File: config.mk
export PLATFORM = sky130hd
export DESIGN_NAME = rtc_prog_sequencer
export DESIGN_NICKNAME = d
export VERILOG_FILES = /design/src/rtl/rtc_prog_pkg.sv /design/src/rtl/rtc_phase_timer.sv /design/src/rtl/rtc_prog_sequencer.sv
export SDC_FILE = /design/constraint.sdc
export NUM_CORES = 1
export LEC_CHECK = 0
export CORE_UTILIZATION = 35
export DETAILED_ROUTE_END_ITERATION = 7
export GPL_ROUTABILITY_DRIVEN = 0
export GPL_TIMING_DRIVEN = 1
export PLACE_DENSITY_LB_ADDON = 0.05
export SKIP_LAST_GASP = 1
export SLEW_MARGIN = 20
export SYNTH_ARGS = -nofsm -noshare
export SYNTH_HDL_FRONTEND = slang
export SYNTH_SLANG_ARGS = --single-unit
export TNS_END_PERCENT = 100
File: constraint.sdc
create_clock -name i_clk -period 3.5 [get_ports i_clk]
set_input_delay 0.525 -clock i_clk [delete_from_list [all_inputs] [get_ports i_clk]]
set_output_delay 0.525 -clock i_clk [all_outputs]
set_load 0.005 [all_outputs]
File: src/rtl/rtc_prog_pkg.sv
// ----------------------------------------------------------------------------
// rtc_prog_pkg
// Shared definitions for the RTC write sequencer: ctrl_W code constants,
// FSM state encoding, the fixed INIT code table and the PROG mask scan helper.
// No ports (package).
// ----------------------------------------------------------------------------
package rtc_prog_pkg;

    // Control codes presented to the RTC write decoder
    localparam logic [4:0] CODE_IDLE    = 5'd0;
    localparam logic [4:0] CODE_FIN     = 5'd21;
    localparam logic [4:0] CODE_BUSIDLE = 5'd22;
    localparam logic [4:0] CODE_INIT0   = 5'd23;
    localparam logic [4:0] CODE_INIT1   = 5'd24;
    localparam logic [4:0] CODE_INIT2   = 5'd25;
    localparam logic [4:0] CODE_INIT3   = 5'd26;
    localparam logic [4:0] CODE_INIT4   = 5'd27;
    localparam logic [4:0] CODE_INIT5   = 5'd28;
    localparam logic [4:0] CODE_HANDOFF = 5'd29;

    localparam int unsigned NUM_PAIRS = 10;

    typedef enum logic [2:0] {
        StIdle,
        StInitRun,
        StProgRun,
        StFinish,
        StHandoff
    } state_e;

    // INIT sequence indexed by position. Entry 7 is the FINISH code so the
    // step after the last INIT code reads straight out of the table.
    localparam logic [7:0][4:0] INIT_SEQ = {
        CODE_FIN,
        CODE_INIT5, CODE_INIT4, CODE_INIT3,
        CODE_INIT2, CODE_INIT1, CODE_INIT0,
        CODE_BUSIDLE
    };

    // Lowest set mask bit at or above 'from'. Result: {found, index}.
    function automatic logic [4:0] next_pair(input logic [9:0] mask,
                                             input logic [3:0] from);
        logic       found;
        logic [3:0] idx;
        found = 1'b0;
        idx   = 4'd0;
        for (int k = 0; k < NUM_PAIRS; k++) begin
            if (!found && (4'(k) >= from) && mask[k]) begin
                found = 1'b1;
                idx   = 4'(k);
            end
        end
        return {found, idx};
    endfunction

endpackage

File: src/rtl/rtc_phase_timer.sv
// ----------------------------------------------------------------------------
// rtc_phase_timer
// Phase hold timer. A load presets the down-counter to PHASE_CYCLES-1; the
// phase ends on the cycle the counter sits at zero, so every code loaded
// together with the timer is held exactly PHASE_CYCLES clocks.
// Ports:
//   i_clk         system clock, rising edge
//   i_reset       asynchronous active-high reset (counter -> 0)
//   i_load        restart the phase (new code being presented)
//   o_phase_end   high during the last clock of the current phase
// ----------------------------------------------------------------------------
module rtc_phase_timer #(
    parameter int unsigned PHASE_CYCLES = 10
) (
    input  logic i_clk,
    input  logic i_reset,
    input  logic i_load,
    output logic o_phase_end
);

    localparam int unsigned CNT_W = $clog2(PHASE_CYCLES + 1);
    localparam logic [CNT_W-1:0] LOAD_VAL = CNT_W'(PHASE_CYCLES - 1);

    logic [CNT_W-1:0] r_cnt;

    always_ff @(posedge i_clk or posedge i_reset) begin
        if (i_reset) begin
            r_cnt <= '0;
        end else if (i_load) begin
            r_cnt <= LOAD_VAL;
        end else if (r_cnt != '0) begin
            r_cnt <= r_cnt - 1'b1;
        end
    end

    assign o_phase_end = (r_cnt == '0);

endmodule

File: src/rtl/rtc_prog_sequencer.sv
// ----------------------------------------------------------------------------
// rtc_prog_sequencer
// Drives the 5-bit ctrl_W code of the RTC write decoder through the INIT or
// PROG bus sequence, holding each code PHASE_CYCLES clocks, skipping masked
// register pairs and handing the bus back to the read engine with a done pulse.
// Optional feature macro: PROG_ABORT_EN (abort during INIT/PROG run jumps to
// the 21/29 tail at the next phase boundary). Undefined: i_abort is ignored.
// Ports:
//   i_clk         system clock, rising edge
//   i_reset       asynchronous active-high reset
//   i_init_start  INIT request (sampled in IDLE only, wins over PROG)
//   i_prog_start  PROG request (sampled in IDLE only)
//   i_reg_mask    PROG pair-enable mask, latched on acceptance
//   i_abort       abort request (PROG_ABORT_EN only)
//   o_ctrl_w      registered control code to the write decoder
//   o_busy        sequence in progress
//   o_done        one-cycle pulse on return to IDLE
//   o_step_idx    debug position within sequence (wraps mod 16), 0 in IDLE
// ----------------------------------------------------------------------------
module rtc_prog_sequencer
    import rtc_prog_pkg::*;
#(
    parameter int unsigned PHASE_CYCLES = 10
) (
    input  logic       i_clk,
    input  logic       i_reset,
    input  logic       i_init_start,
    input  logic       i_prog_start,
    input  logic [9:0] i_reg_mask,
    input  logic       i_abort,
    output logic [4:0] o_ctrl_w,
    output logic       o_busy,
    output logic       o_done,
    output logic [3:0] o_step_idx
);

    state_e     r_state, w_state_nxt;
    logic [4:0] r_ctrl, w_ctrl_nxt;
    logic       r_busy, w_busy_nxt;
    logic       r_done, w_done_nxt;
    logic [3:0] r_step, w_step_nxt;
    logic [9:0] r_mask, w_mask_nxt;
    logic       w_load;
    logic       w_phase_end;
    logic       w_abort_go;
    logic       w_running;
    logic [4:0] w_pair;
    logic [3:0] w_pair_from;

    assign w_running = (r_state == StInitRun) || (r_state == StProgRun);

    rtc_phase_timer #(
        .PHASE_CYCLES (PHASE_CYCLES)
    ) u_timer (
        .i_clk       (i_clk),
        .i_reset     (i_reset),
        .i_load      (w_load),
        .o_phase_end (w_phase_end)
    );

`ifdef PROG_ABORT_EN
    logic r_abort_pend;

    // Remember an abort seen during a run; it is consumed at the boundary
    // that moves the FSM into FINISH.
    always_ff @(posedge i_clk or posedge i_reset) begin
        if (i_reset) begin
            r_abort_pend <= 1'b0;
        end else begin
            r_abort_pend <= w_running && !(w_phase_end && r_abort_pend)
                            && (r_abort_pend || i_abort);
        end
    end

    assign w_abort_go = r_abort_pend;
`else
    logic w_unused_abort;
    assign w_unused_abort = i_abort;
    assign w_abort_go     = 1'b0;
`endif

    // Search start for the next enabled pair: 0 after the bus-idle code,
    // k+1 after data code 2k+2.
    assign w_pair_from = (r_ctrl == CODE_BUSIDLE) ? 4'd0 : r_ctrl[4:1];
    assign w_pair      = next_pair(r_mask, w_pair_from);

    always_ff @(posedge i_clk or posedge i_reset) begin
        if (i_reset) begin
            r_state <= StIdle;
            r_ctrl  <= CODE_IDLE;
            r_busy  <= 1'b0;
            r_done  <= 1'b0;
            r_step  <= 4'd0;
            r_mask  <= 10'd0;
        end else begin
            r_state <= w_state_nxt;
            r_ctrl  <= w_ctrl_nxt;
            r_busy  <= w_busy_nxt;
            r_done  <= w_done_nxt;
            r_step  <= w_step_nxt;
            r_mask  <= w_mask_nxt;
        end
    end

    always_comb begin
        w_state_nxt = r_state;
        w_ctrl_nxt  = r_ctrl;
        w_busy_nxt  = r_busy;
        w_done_nxt  = 1'b0;
        w_step_nxt  = r_step;
        w_mask_nxt  = r_mask;
        w_load      = 1'b0;

        unique case (r_state)
            StIdle: begin
                // A request coinciding with the done pulse is dropped.
                if (!r_done && (i_init_start || i_prog_start)) begin
                    w_ctrl_nxt  = CODE_BUSIDLE;
                    w_busy_nxt  = 1'b1;
                    w_step_nxt  = 4'd0;
                    w_load      = 1'b1;
                    if (i_init_start) begin
                        w_state_nxt = StInitRun;
                    end else begin
                        w_state_nxt = StProgRun;
                        w_mask_nxt  = i_reg_mask;
                    end
                end
            end

            StInitRun: begin
                if (w_phase_end) begin
                    w_load     = 1'b1;
                    w_step_nxt = r_step + 4'd1;
                    if (w_abort_go || r_step >= 4'd6) begin
                        w_ctrl_nxt  = CODE_FIN;
                        w_state_nxt = StFinish;
                    end else begin
                        w_ctrl_nxt = INIT_SEQ[r_step[2:0] + 3'd1];
                    end
                end
            end

            StProgRun: begin
                if (w_phase_end) begin
                    w_load     = 1'b1;
                    w_step_nxt = r_step + 4'd1;
                    if (w_abort_go) begin
                        w_ctrl_nxt  = CODE_FIN;
                        w_state_nxt = StFinish;
                    end else if (r_ctrl[0] && r_ctrl != CODE_FIN) begin
                        // address phase 2k+1 -> data phase 2k+2
                        w_ctrl_nxt = r_ctrl + 5'd1;
                    end else if (w_pair[4]) begin
                        w_ctrl_nxt = {w_pair[3:0], 1'b0} + 5'd1;
                    end else begin
                        w_ctrl_nxt  = CODE_FIN;
                        w_state_nxt = StFinish;
                    end
                end
            end

            StFinish: begin
                if (w_phase_end) begin
                    w_load      = 1'b1;
                    w_step_nxt  = r_step + 4'd1;
                    w_ctrl_nxt  = CODE_HANDOFF;
                    w_state_nxt = StHandoff;
                end
            end

            StHandoff: begin
                if (w_phase_end) begin
                    w_ctrl_nxt  = CODE_IDLE;
                    w_busy_nxt  = 1'b0;
                    w_done_nxt  = 1'b1;
                    w_step_nxt  = 4'd0;
                    w_state_nxt = StIdle;
                end
            end

            default: begin
                w_state_nxt = StIdle;
                w_ctrl_nxt  = CODE_IDLE;
                w_busy_nxt  = 1'b0;
                w_step_nxt  = 4'd0;
            end
        endcase
    end

    assign o_ctrl_w   = r_ctrl;
    assign o_busy     = r_busy;
    assign o_done     = r_done;
    assign o_step_idx = r_step;

endmodule

; ---- Word-level counts from Yosys, hierarchy flattened
; Memory sizes are Yosys's and may differ from the RTL's.
; Index checks and enable logic that the tools add are counted.
[classes]
addsub = 5
order_cmp = 12
eq_ne = 15
n_mux = 53
n_bitwise = 2
n_reduce_logical = 42
[ops]
columns = cell, n
row1 = $mux 5, 9
row2 = $mux 4, 11
row3 = $mux 3, 9
row4 = $pmux 5 s5, 1
row5 = $logic_and 1x1->1, 21
row6 = $ge 3x4->1 const A, 4
row7 = $mux 1, 16
row8 = $pmux 3 s5, 1
row9 = $ne 2x1->1 const B, 6
row10 = $pmux 4 s3, 1
row11 = $add 5x1->5 const B, 2
row12 = $logic_not 1->1, 10
row13 = $reduce_and 3->1, 3
row14 = $ge 1x4->1 const A, 2
row15 = $ge 2x4->1 const A, 2
row16 = $ge 4x4->1 const A, 2
row17 = $reduce_and 8->1, 1
row18 = $eq 3x2->1 const B, 2
row19 = $mux 2, 3
row20 = $ne 2x2->1 const B, 3
row21 = $eq 5x5->1 const B, 1
row22 = $ne 5x5->1 const B, 1
row23 = $reduce_and 5->1, 1
row24 = $add 4x1->4 const B, 1
row25 = 15 further kinds, 16
[word_totals]
reg_bits = 28
rom_bits = 40
input_bits = 15
out_inout_bits = 11
elab_cells = 137
n_memories = 1
[mem_list]
columns = memory, depth, width, read_ports, rd_clocked_by_memory_dff, write_ports, line
row1 = (name not given), 8, 5, 1, 0, 0, rtc_prog_sequencer.sv:139  ; w_ctrl_nxt = INIT_SEQ[r_step[2:0] + 3'd1];

; ---- Longest topological paths before layout
; Gate-level depths: netlist of run 1.
[depth]
ltp_word = 46
ltp_mapped = 8

; ---- Hierarchy
; From an unflattened synthesis of run 1, not the netlist that was laid out.
[unflattened]
hier_cells = 201
hier_area_um2 = 1886.8
[modules_own_cells]
columns = mod, instances, cells_each, area_per_inst_um2, seq_area_each_um2
row1 = rtc_prog_sequencer, 1, 179, 1662.8, 600.6
row2 = rtc_phase_timer, 1, 22, 224.0, 100.1

; ---- Worst setup path before layout of run 1
; Ideal clock, no wire load.
[synth_path]
path_kind = register to register
start = register u_timer.r_cnt[0]
end = register r_ctrl[1] (netlist: o_ctrl_w[1])
setup_ns = 0.144
t_arrival_ns = 1.802
slack_ns = 1.554
stages_incl_launch_ff = 9
n_path_buf = 1
period_less_slack_ns = 1.946
path_cell_list = dfrtp_1 -> inv_1 -> ha_1 -> or3b_1 -> buf_6 -> mux2i_4 -> o21ai_4 -> a222oi_1 -> a22oi_1
[synth_between]
elab_chain_cells = 3
elab_cells_between_ends = 6
cone_classes = eq/ne: 4 / reduce/logical: 2
[synth_rtl]
columns = item, line
row1 = "start, declared", rtc_phase_timer.sv:24  ; logic [CNT_W-1:0] r_cnt;
row2 = "start signal, assigned", rtc_phase_timer.sv:32  ; r_cnt <= r_cnt - 1'b1;
row3 = $logic_not 4->1 *, rtc_phase_timer.sv:36  ; assign o_phase_end = (r_cnt == '0);
row4 = $ne 2x1->1 (no line), n/a
row5 = $reduce_and 5->1 (no line) *, n/a
row6 = "end signal, assigned", rtc_prog_sequencer.sv:97  ; r_ctrl <= w_ctrl_nxt;
row7 = "end, declared", rtc_prog_sequencer.sv:38  ; logic [4:0] r_ctrl, w_ctrl_nxt;
; Every way passes the cells marked *; elsewhere a longest branch is shown, timed or not.
; A chain may end at the register's enable or synchronous reset.

; ---- Worst setup path after layout of run 1
; Same ends and word-level chain as after synthesis.

==> results of run 1 <==
-- worst max-delay path: cells and delay by family (launching register included) --
family	cells	cell delay, ns
AOI/OAI and AO/OA	3	0.59
adders and majority gates	1	0.23
buffers and inverters	1	0.10
DFF	1	0.39
muxes	1	0.27
and+or+nand+nor	1	0.59
-- power by group --
group / switching (mW) / internal (mW) / total, mW
registers: 0.234 / 0.458 / 0.692
logic: 0.518 / 0.506 / 1.02
clock network: 0.114 / 0.153 / 0.267
total: 0.866 / 1.12 / 1.98
-- cell families after synthesis --
logic type,synth area share (%)
simple gates,20.7
compound gates,25.0
flops,34.9
buf+inv,6.79
mux,5.61
fa+ha+maj,4.36
xor+xnor,2.62
-- Yosys cell counts (all sizes together) (5+ instances only) --
master	instances	share of area (%)
a21oi	5	1.2
nor3	7	2.3
nor2	8	1.5
nand3	6	1.7
nand2	18	3.4
mux2	8	4.5
ha	7	4.4
inv	14	2.6
nor2b	5	1.6
o211ai	5	1.9
a22oi	5	1.9
o21ai	16	4.7
buf	8	2.6
dfrtp	28	35
-- stage by stage --
stage	setup WS [ns]	hold slack, ns
after floorplan	1.55	0.473
after global placement	1.20	0.463
after detailed placement	1.19	0.486
after CTS	1.18	0.515
after global routing	1.03	0.532
final	1.20	0.509
-- final cells by class --
class                      instances  area (sq um)  area share, %
sequential                        28           701           29.9
timing repair buffer              26           255           10.9
clock inverter                     1          30.0           1.28
clock buffer                       3          41.3           1.76
tap                               72          90.1           3.85
inverter                          14          52.6           2.24
multi-input combinational        158          1170           50.0
-- layer usage --
metal	up-vias	share of wire, %	wire [microns]
met4	0	0.41	19
met1	826	47	2190
met5	-	0	0
li1	827	-	-
met2	29	49	2260
met3	2	3.6	168
-- worst paths after layout --
kind / from / to
setup / recovery: u_timer.r_cnt[0] / o_ctrl_w[1]
hold / removal: o_busy / o_busy
setup reg to reg: u_timer.r_cnt[0] / o_ctrl_w[1]
hold reg to reg: o_busy / o_busy
max in group asynchronous: i_reset / o_ctrl_w[0]
min in group asynchronous: i_reset / r_mask[6]
-- state kept, by name, summed over array words and instances, names as in the netlist --
signal,count
o_busy,1
o_ctrl_w,5
o_done,1
o_step_idx,4
r_mask,10
r_state,3
u_timer.r_cnt,4
==> metrics.json, run 1 <==
{
  "run_status": {
    "run_status": "complete, no violations"
  },
  "die": {
    "top_level_ports": 26,
    "die_width_microns": 77.7,
    "die-area_sq_um": 6040,
    "floorplan.initialDensity_pct": 36.5,
    "core_area_sq_um": 5510,
    "placement_rows": 27,
    "die_height_microns": 77.7
  },
  "clock_network": {
    "clk_latency_ns": 0.28,
    "cts_clk_pin_slew_worst_paths_ns": 0.11,
    "post_cts_resized": 0,
    "clockRootBuffer": "clkbuf_8",
    "cts_hold_repair.buffers": 0,
    "tritoncts": "built",
    "cts_buffer_depth": 2,
    "clkSinkCount": 28,
    "tritoncts.num_buffers": 3,
    "depth_of_the_cts_h_tree": 1,
    "post-cts-setup-buffers": 0
  },
  "timing": {
    "tightestPinTransition_ns": 0.578,
    "period_utilization_pct": 65.6,
    "setup_viol_count_final": 0,
    "fin_setup_tns_ns": 0,
    "worst_slew_margin_rel_pct": 61.5,
    "hold_viol_final": 0,
    "achievable-frequency_mhz": 435,
    "number_of_pins_with_negative_max_slew_slack_in_the_final_report": 0,
    "grt_setup_unrepaired": "false",
    "period_minus_slack_ns": 2.30,
    "worst_clock_skew_ns": 0.00282
  },
  "routing": {
    "drt_pre_antenna_iters": 4,
    "remaining_drc_errors": 0,
    "antenna_violating_nets_post_route": 0,
    "drtIter0Drc": 123,
    "detail_route.vias_per_cell": 5.58,
    "route.detailed.wl_per_inst_microns": 15.4,
    "wirelength_mm": 4.64,
    "route.vias.total": 1684
  },
  "global_routing": {
    "grt_antenna_before_repair": 0,
    "globalRoute.totalOverflow": 0,
    "gr-usage-all-layers_pct": 16.3,
    "groute.layer.met3.usage_pct": 1.76,
    "grt_util_met1_pct": 23.0,
    "first_global_vias": 1599,
    "pin_count_of_the_biggest_net_entering_global_routing": 29,
    "globalRouteMet2Util_pct": 26.4,
    "globalRoute.busiestLayer": "met2",
    "grt_first_pass_wirelength_mm": 7.85
  },
  "yosys": {
    "synthCells": 211,
    "sequential_fraction_of_the_synthesis_area_pct": 34.9,
    "syn_nets": 233,
    "mappedNetlistArea_sq_um": 2010,
    "ys_warn_count": 0,
    "postSynthRegisterBits": 28,
    "async_flop_share_pct": 100,
    "ys.flop_type": "dfrtp_1",
    "post_synth_num_cell_types": 63,
    "synth.avg_cell_area_sq_um": 9.52,
    "synth_enable_flop_cells": 0
  },
  "critical_path": {
    "crit_slowest_cell": "or3b_1",
    "reg2regPathDepth": 7,
    "worstPathMaxFanout": 9,
    "critPathKind": "flop to flop",
    "setup.worst_path.end_class": "flop",
    "chain_of_cells_forming_the_critical_path": "inv_1, ha_1, or3b_1, mux2i_4, o21ai_4, a222oi_1, a22oi_1",
    "regToRegSetupSlack_ns": 1.20,
    "critPathRequiredTime_ns": 3.65,
    "start_kind": "flop",
    "worstPathArrival_ns": 2.45,
    "crit_path_max_incr_delay_ns": 0.59
  },
  "cells_and_area": {
    "post_layout_utilization_of_the_core_pct": 42.5,
    "antenna_cells": 0,
    "fin_nets": 253,
    "layout.filler_cells": 554,
    "final_area_sq_um": 2340,
    "post_route_cells_drive_above_1_share_pct": 12.6,
    "final_common_cell": "dfrtp_1",
    "syn2layout_area_growth_pct": 16.6,
    "fin_cells": 302,
    "most-common-layout-cells": "28 x dfrtp_1, 24 x clkdlybuf4s50_1, 18 x nand2_1"
  },
  "power": {
    "ir_worst_vdd_v": 0.000398,
    "total_power_mw": 1.98,
    "power.density_nw_per_um2": 847,
    "power.leakage_nw": 0.941
  },
  "worst_hold_path": {
    "whs_path_depth": 1,
    "min-delay-path-class": "flop to flop"
  },
  "placement": {
    "port-buffer-count": 24,
    "dp_cells": 298,
    "dp.final_hpwl_mm": 3.37,
    "dpl_cell_area_sq_um": 2270
  },
  "job": {
    "cap_viol_max_count": 0
  }
}
Power figures use the tool's default switching activity.
==> run 2: changes to the inputs <==
Clock period 3.5 ns to 2.1 ns, I/O delays scaled along.
==> metrics.json, run 2 (synthesized netlist as in run 1, its figures left out) <==
{
  "run_status": {
    "run_status": {"value": "complete, no violations", "change": "unchanged"}
  },
  "die": {
    "die_height": {"value": 77.7, "unit": "microns", "change": "unchanged"},
    "placement_rows": {"value": 27, "change": "unchanged"},
    "die_width": {"value": 77.7, "unit": "microns", "change": "unchanged"},
    "floorplan.initialDensity": {"value": 36.5, "unit": "%", "change": "unchanged"},
    "top_level_ports": {"value": 26, "change": "unchanged"},
    "die-area": {"value": 6040, "unit": "sq um", "change": "unchanged"},
    "core_area": {"value": 5510, "unit": "sq um", "change": "unchanged"}
  },
  "job": {
    "cap_viol_max_count": {"value": 0, "change": "unchanged"}
  },
  "power": {
    "power.leakage": {"value": 1.05, "unit": "nW", "change": "was 0.941 nW"},
    "share_seq_of_total_power": {"value": 28.2, "unit": "%", "change": "was 34.9%"},
    "clkPwrFrac": {"value": 12.3, "unit": "%", "change": "was 13.5%"},
    "power_frac_comb": {"value": 59.5, "unit": "%", "change": "was 51.6%"},
    "power.density": {"value": 1440, "unit": "nW/um^2", "change": "was 847 nW/um^2"},
    "ir_worst_vdd": {"value": 0.000492, "unit": "V", "change": "was 0.000398 V"},
    "p_sw": {"value": 1.54, "unit": "mW", "change": "was 866 uW"},
    "power_report.internal_total": {"value": 2.09, "unit": "mW", "change": "was 1.12 mW"},
    "switching_share": {"value": 42.4, "unit": "%", "change": "was 43.6%"}
  },
  "critical_path": {
    "reg2regPathDepth": {"value": 7, "change": "unchanged"},
    "worstPathMaxFanout": {"value": 5, "change": "was 9"},
    "chain_of_cells_forming_the_critical_path": {"value": "inv_1, ha_1, or3b_4, mux2i_4, o21ai_4, a222oi_1, a22oi_1", "change": "was inv_1, ha_1, or3b_1, mux2i_4, o21ai_4, a222oi_1, a22oi_1"},
    "critPathKind": {"value": "flop to flop", "change": "unchanged"},
    "crit_slowest_cell": {"value": "or3b_4", "change": "was or3b_1"},
    "crit_path_max_incr_delay": {"value": 0.45, "unit": "ns", "change": "was 0.59 ns"},
    "worstPathArrival": {"value": 2.17, "unit": "ns", "change": "was 2.45 ns"},
    "start_kind": {"value": "flop", "change": "unchanged"},
    "setup.worst_path.end_class": {"value": "flop", "change": "unchanged"},
    "critPathRequiredTime": {"value": 2.26, "unit": "ns", "change": "was 3.65 ns"}
  },
  "routing": {
    "wirelength": {"value": 5.07, "unit": "mm", "change": "was 4.64 mm"},
    "route.vias.total": {"value": 1800, "change": "was 1,684"},
    "remaining_drc_errors": {"value": 0, "change": "unchanged"},
    "drt_pre_antenna_iters": {"value": 4, "change": "unchanged"},
    "drtIter0Drc": {"value": 92, "change": "was 123"},
    "detail_route.vias_per_cell": {"value": 5.57, "change": "was 5.58"},
    "route.detailed.wl_per_inst": {"value": 15.7, "unit": "microns", "change": "was 15.4 microns"},
    "antenna_violating_nets_post_route": {"value": 0, "change": "unchanged"}
  },
  "timing": {
    "fin_setup_tns": {"value": 0, "unit": "ns", "change": "unchanged"},
    "worst_clock_skew": {"value": 0.00388, "unit": "ns", "change": "was 0.00282 ns"},
    "holdWs": {"value": 0.397, "unit": "ns", "change": "was 0.509 ns"},
    "grt_setup_unrepaired": {"value": "false", "change": "unchanged"},
    "period_minus_slack": {"value": 2.02, "unit": "ns", "change": "was 2.30 ns"},
    "number_of_pins_with_negative_max_slew_slack_in_the_final_report": {"value": 0, "change": "unchanged"},
    "setup_viol_count_final": {"value": 0, "change": "unchanged"},
    "achievable-frequency": {"value": 496, "unit": "MHz", "change": "was 435 MHz"},
    "tightestPinTransition": {"value": 0.529, "unit": "ns", "change": "was 0.578 ns"},
    "worst_slew_margin_rel": {"value": 64.7, "unit": "%", "change": "was 61.5%"},
    "hold_viol_final": {"value": 0, "change": "unchanged"},
    "period_utilization": {"value": 96.1, "unit": "%", "change": "was 65.6%"}
  },
  "cells_and_area": {
    "most-common-layout-cells": {"value": "28 x dfrtp_1, 24 x clkdlybuf4s50_1, 22 x buf_4", "change": "was 28 x dfrtp_1, 24 x clkdlybuf4s50_1, 18 x nand2_1"},
    "final_common_cell": {"value": "dfrtp_1", "change": "unchanged"},
    "post_route_cells_drive_above_1_share": {"value": 21.1, "unit": "%", "change": "was 12.6%"},
    "layout.filler_cells": {"value": 535, "change": "was 554"},
    "syn2layout_area_growth": {"value": 25.5, "unit": "%", "change": "was 16.6%"},
    "largest_register_ff_count": {"value": 10, "change": "unchanged"},
    "multiInputGateArea": {"value": 1190, "unit": "sq um", "change": "was 1170 sq um"},
    "antenna_cells": {"value": 0, "change": "unchanged"},
    "fin_nets": {"value": 274, "change": "was 253"},
    "largest_register": {"value": "r_mask", "change": "unchanged"},
    "post_layout_utilization_of_the_core": {"value": 45.8, "unit": "%", "change": "was 42.5%"},
    "seq_area": {"value": 701, "unit": "sq um", "change": "unchanged"}
  },
  "clock_network": {
    "cts_clk_pin_slew_worst_paths": {"value": 0.11, "unit": "ns", "change": "about the same"},
    "clockRootBuffer": {"value": "clkbuf_8", "change": "unchanged"},
    "clkSinkCount": {"value": 28, "change": "unchanged"},
    "depth_of_the_cts_h_tree": {"value": 1, "change": "unchanged"},
    "clk_latency": {"value": 0.29, "unit": "ns", "change": "was 0.28 ns"},
    "post-cts-setup-buffers": {"value": 0, "change": "unchanged"},
    "tritoncts.num_buffers": {"value": 3, "change": "unchanged"},
    "cts_hold_repair.buffers": {"value": 0, "change": "unchanged"},
    "tritoncts": {"value": "built", "change": "unchanged"},
    "cts_buffer_depth": {"value": 2, "change": "unchanged"}
  },
  "global_routing": {
    "globalRoute.totalOverflow": {"value": 0, "change": "unchanged"},
    "pin_count_of_the_biggest_net_entering_global_routing": {"value": 29, "change": "unchanged"},
    "first_global_vias": {"value": 1823, "change": "was 1,599"},
    "grt_first_pass_wirelength": {"value": 8.46, "unit": "mm", "change": "was 7.85 mm"},
    "gr-usage-all-layers": {"value": 17.6, "unit": "%", "change": "was 16.3%"},
    "grt_antenna_before_repair": {"value": 0, "change": "unchanged"}
  },
  "placement": {
    "port-buffer-count": {"value": 24, "change": "unchanged"},
    "dp.final_hpwl": {"value": 3.81, "unit": "mm", "change": "was 3.37 mm"}
  },
  "worst_hold_path": {
    "min-delay-path-class": {"value": "input pin to asynchronous set/reset pin", "change": "was flop to flop"}
  }
}
run 2: changes by cell type in the layout (fill, tap and decap cells not counted), sizes merged:
cell / change
buf: +21
run 2: layout make-up:
| cell class | count | share of cell area (%) |
|---|---|---|
| Timing Repair Buffer | 47 | 16.5 |
| Clock buffer | 3 | 1.64 |
| Clock inverter | 1 | 1.19 |
| Inverter | 14 | 2.08 |
| Sequential cell | 28 | 27.8 |
| Multi-Input combinational cell | 158 | 47.2 |
| Tap cell | 72 | 3.57 |
run 2: path summary, 6_finish.rpt:
| check | start | slack (ns) | end |
|---|---|---|---|
| max | u_timer.r_cnt[0] | 0.08 | o_ctrl_w[1] |
| min | i_reset | 0.40 | u_timer.r_cnt[3] |
| max reg2reg | u_timer.r_cnt[0] | 0.08 | o_ctrl_w[1] |
| min reg2reg | o_busy | 0.50 | o_busy |
| max in group asynchronous | i_reset | 1.42 | o_ctrl_w[3] |
| min in group i_clk | o_busy | 0.50 | o_busy |
run 2: worst max-delay path: cells and delay by family, from the launching register on:
family / cells / cell delay [ns]
multiplexers: 1 / 0.21
AO/OA/AOI/OAI: 3 / 0.56
buffers and inverters: 1 / 0.10
adder cells (fa/ha/maj): 1 / 0.17
flip-flops: 1 / 0.40
AND/OR/NAND/NOR: 1 / 0.45
run 2: layer usage:
metal / track usage (%) / wire [microns]
met2: 29.6 / 2520
met1: 22.6 / 2280
met3: 2.35 / 176
met5: 0 / 0
met4: 7.17 / 89
run 2: through the flow:
step / std cells / power [mW] / cell area [sq um] / setup slack, ns
4_1_cts: 323 / 3.62 / 2500 / 0.00429
2_1_floorplan: 211 / 2.43 / 2010 / 0.154
3_3_place_gp: 319 / 3.10 / 2430 / 0.0737
3_5_place_dp: 319 / 3.15 / 2430 / 0.00470
5_1_grt: 323 / 3.92 / 2520 / 0.00981
6_report: 323 / 3.64 / 2520 / 0.0827
run 2: repair_timing:
action,4_1_cts,5_1_grt
endpoints found under the setup margin,1,3
endpoints found under the hold margin,0,0
gates resized for setup,1,4
cloned,0,0
pin swaps,0,4
run 2: power by group through the flow:
stage	combinational [mW]	sequential (mW)	clock, mW
finish	2.17	1.02	0.448
floorplan	1.48	0.947	0
CTS	2.14	1.02	0.457
detailed placement	2.13	1.03	0
global route	2.39	1.06	0.474
global placement	2.09	1.01	0
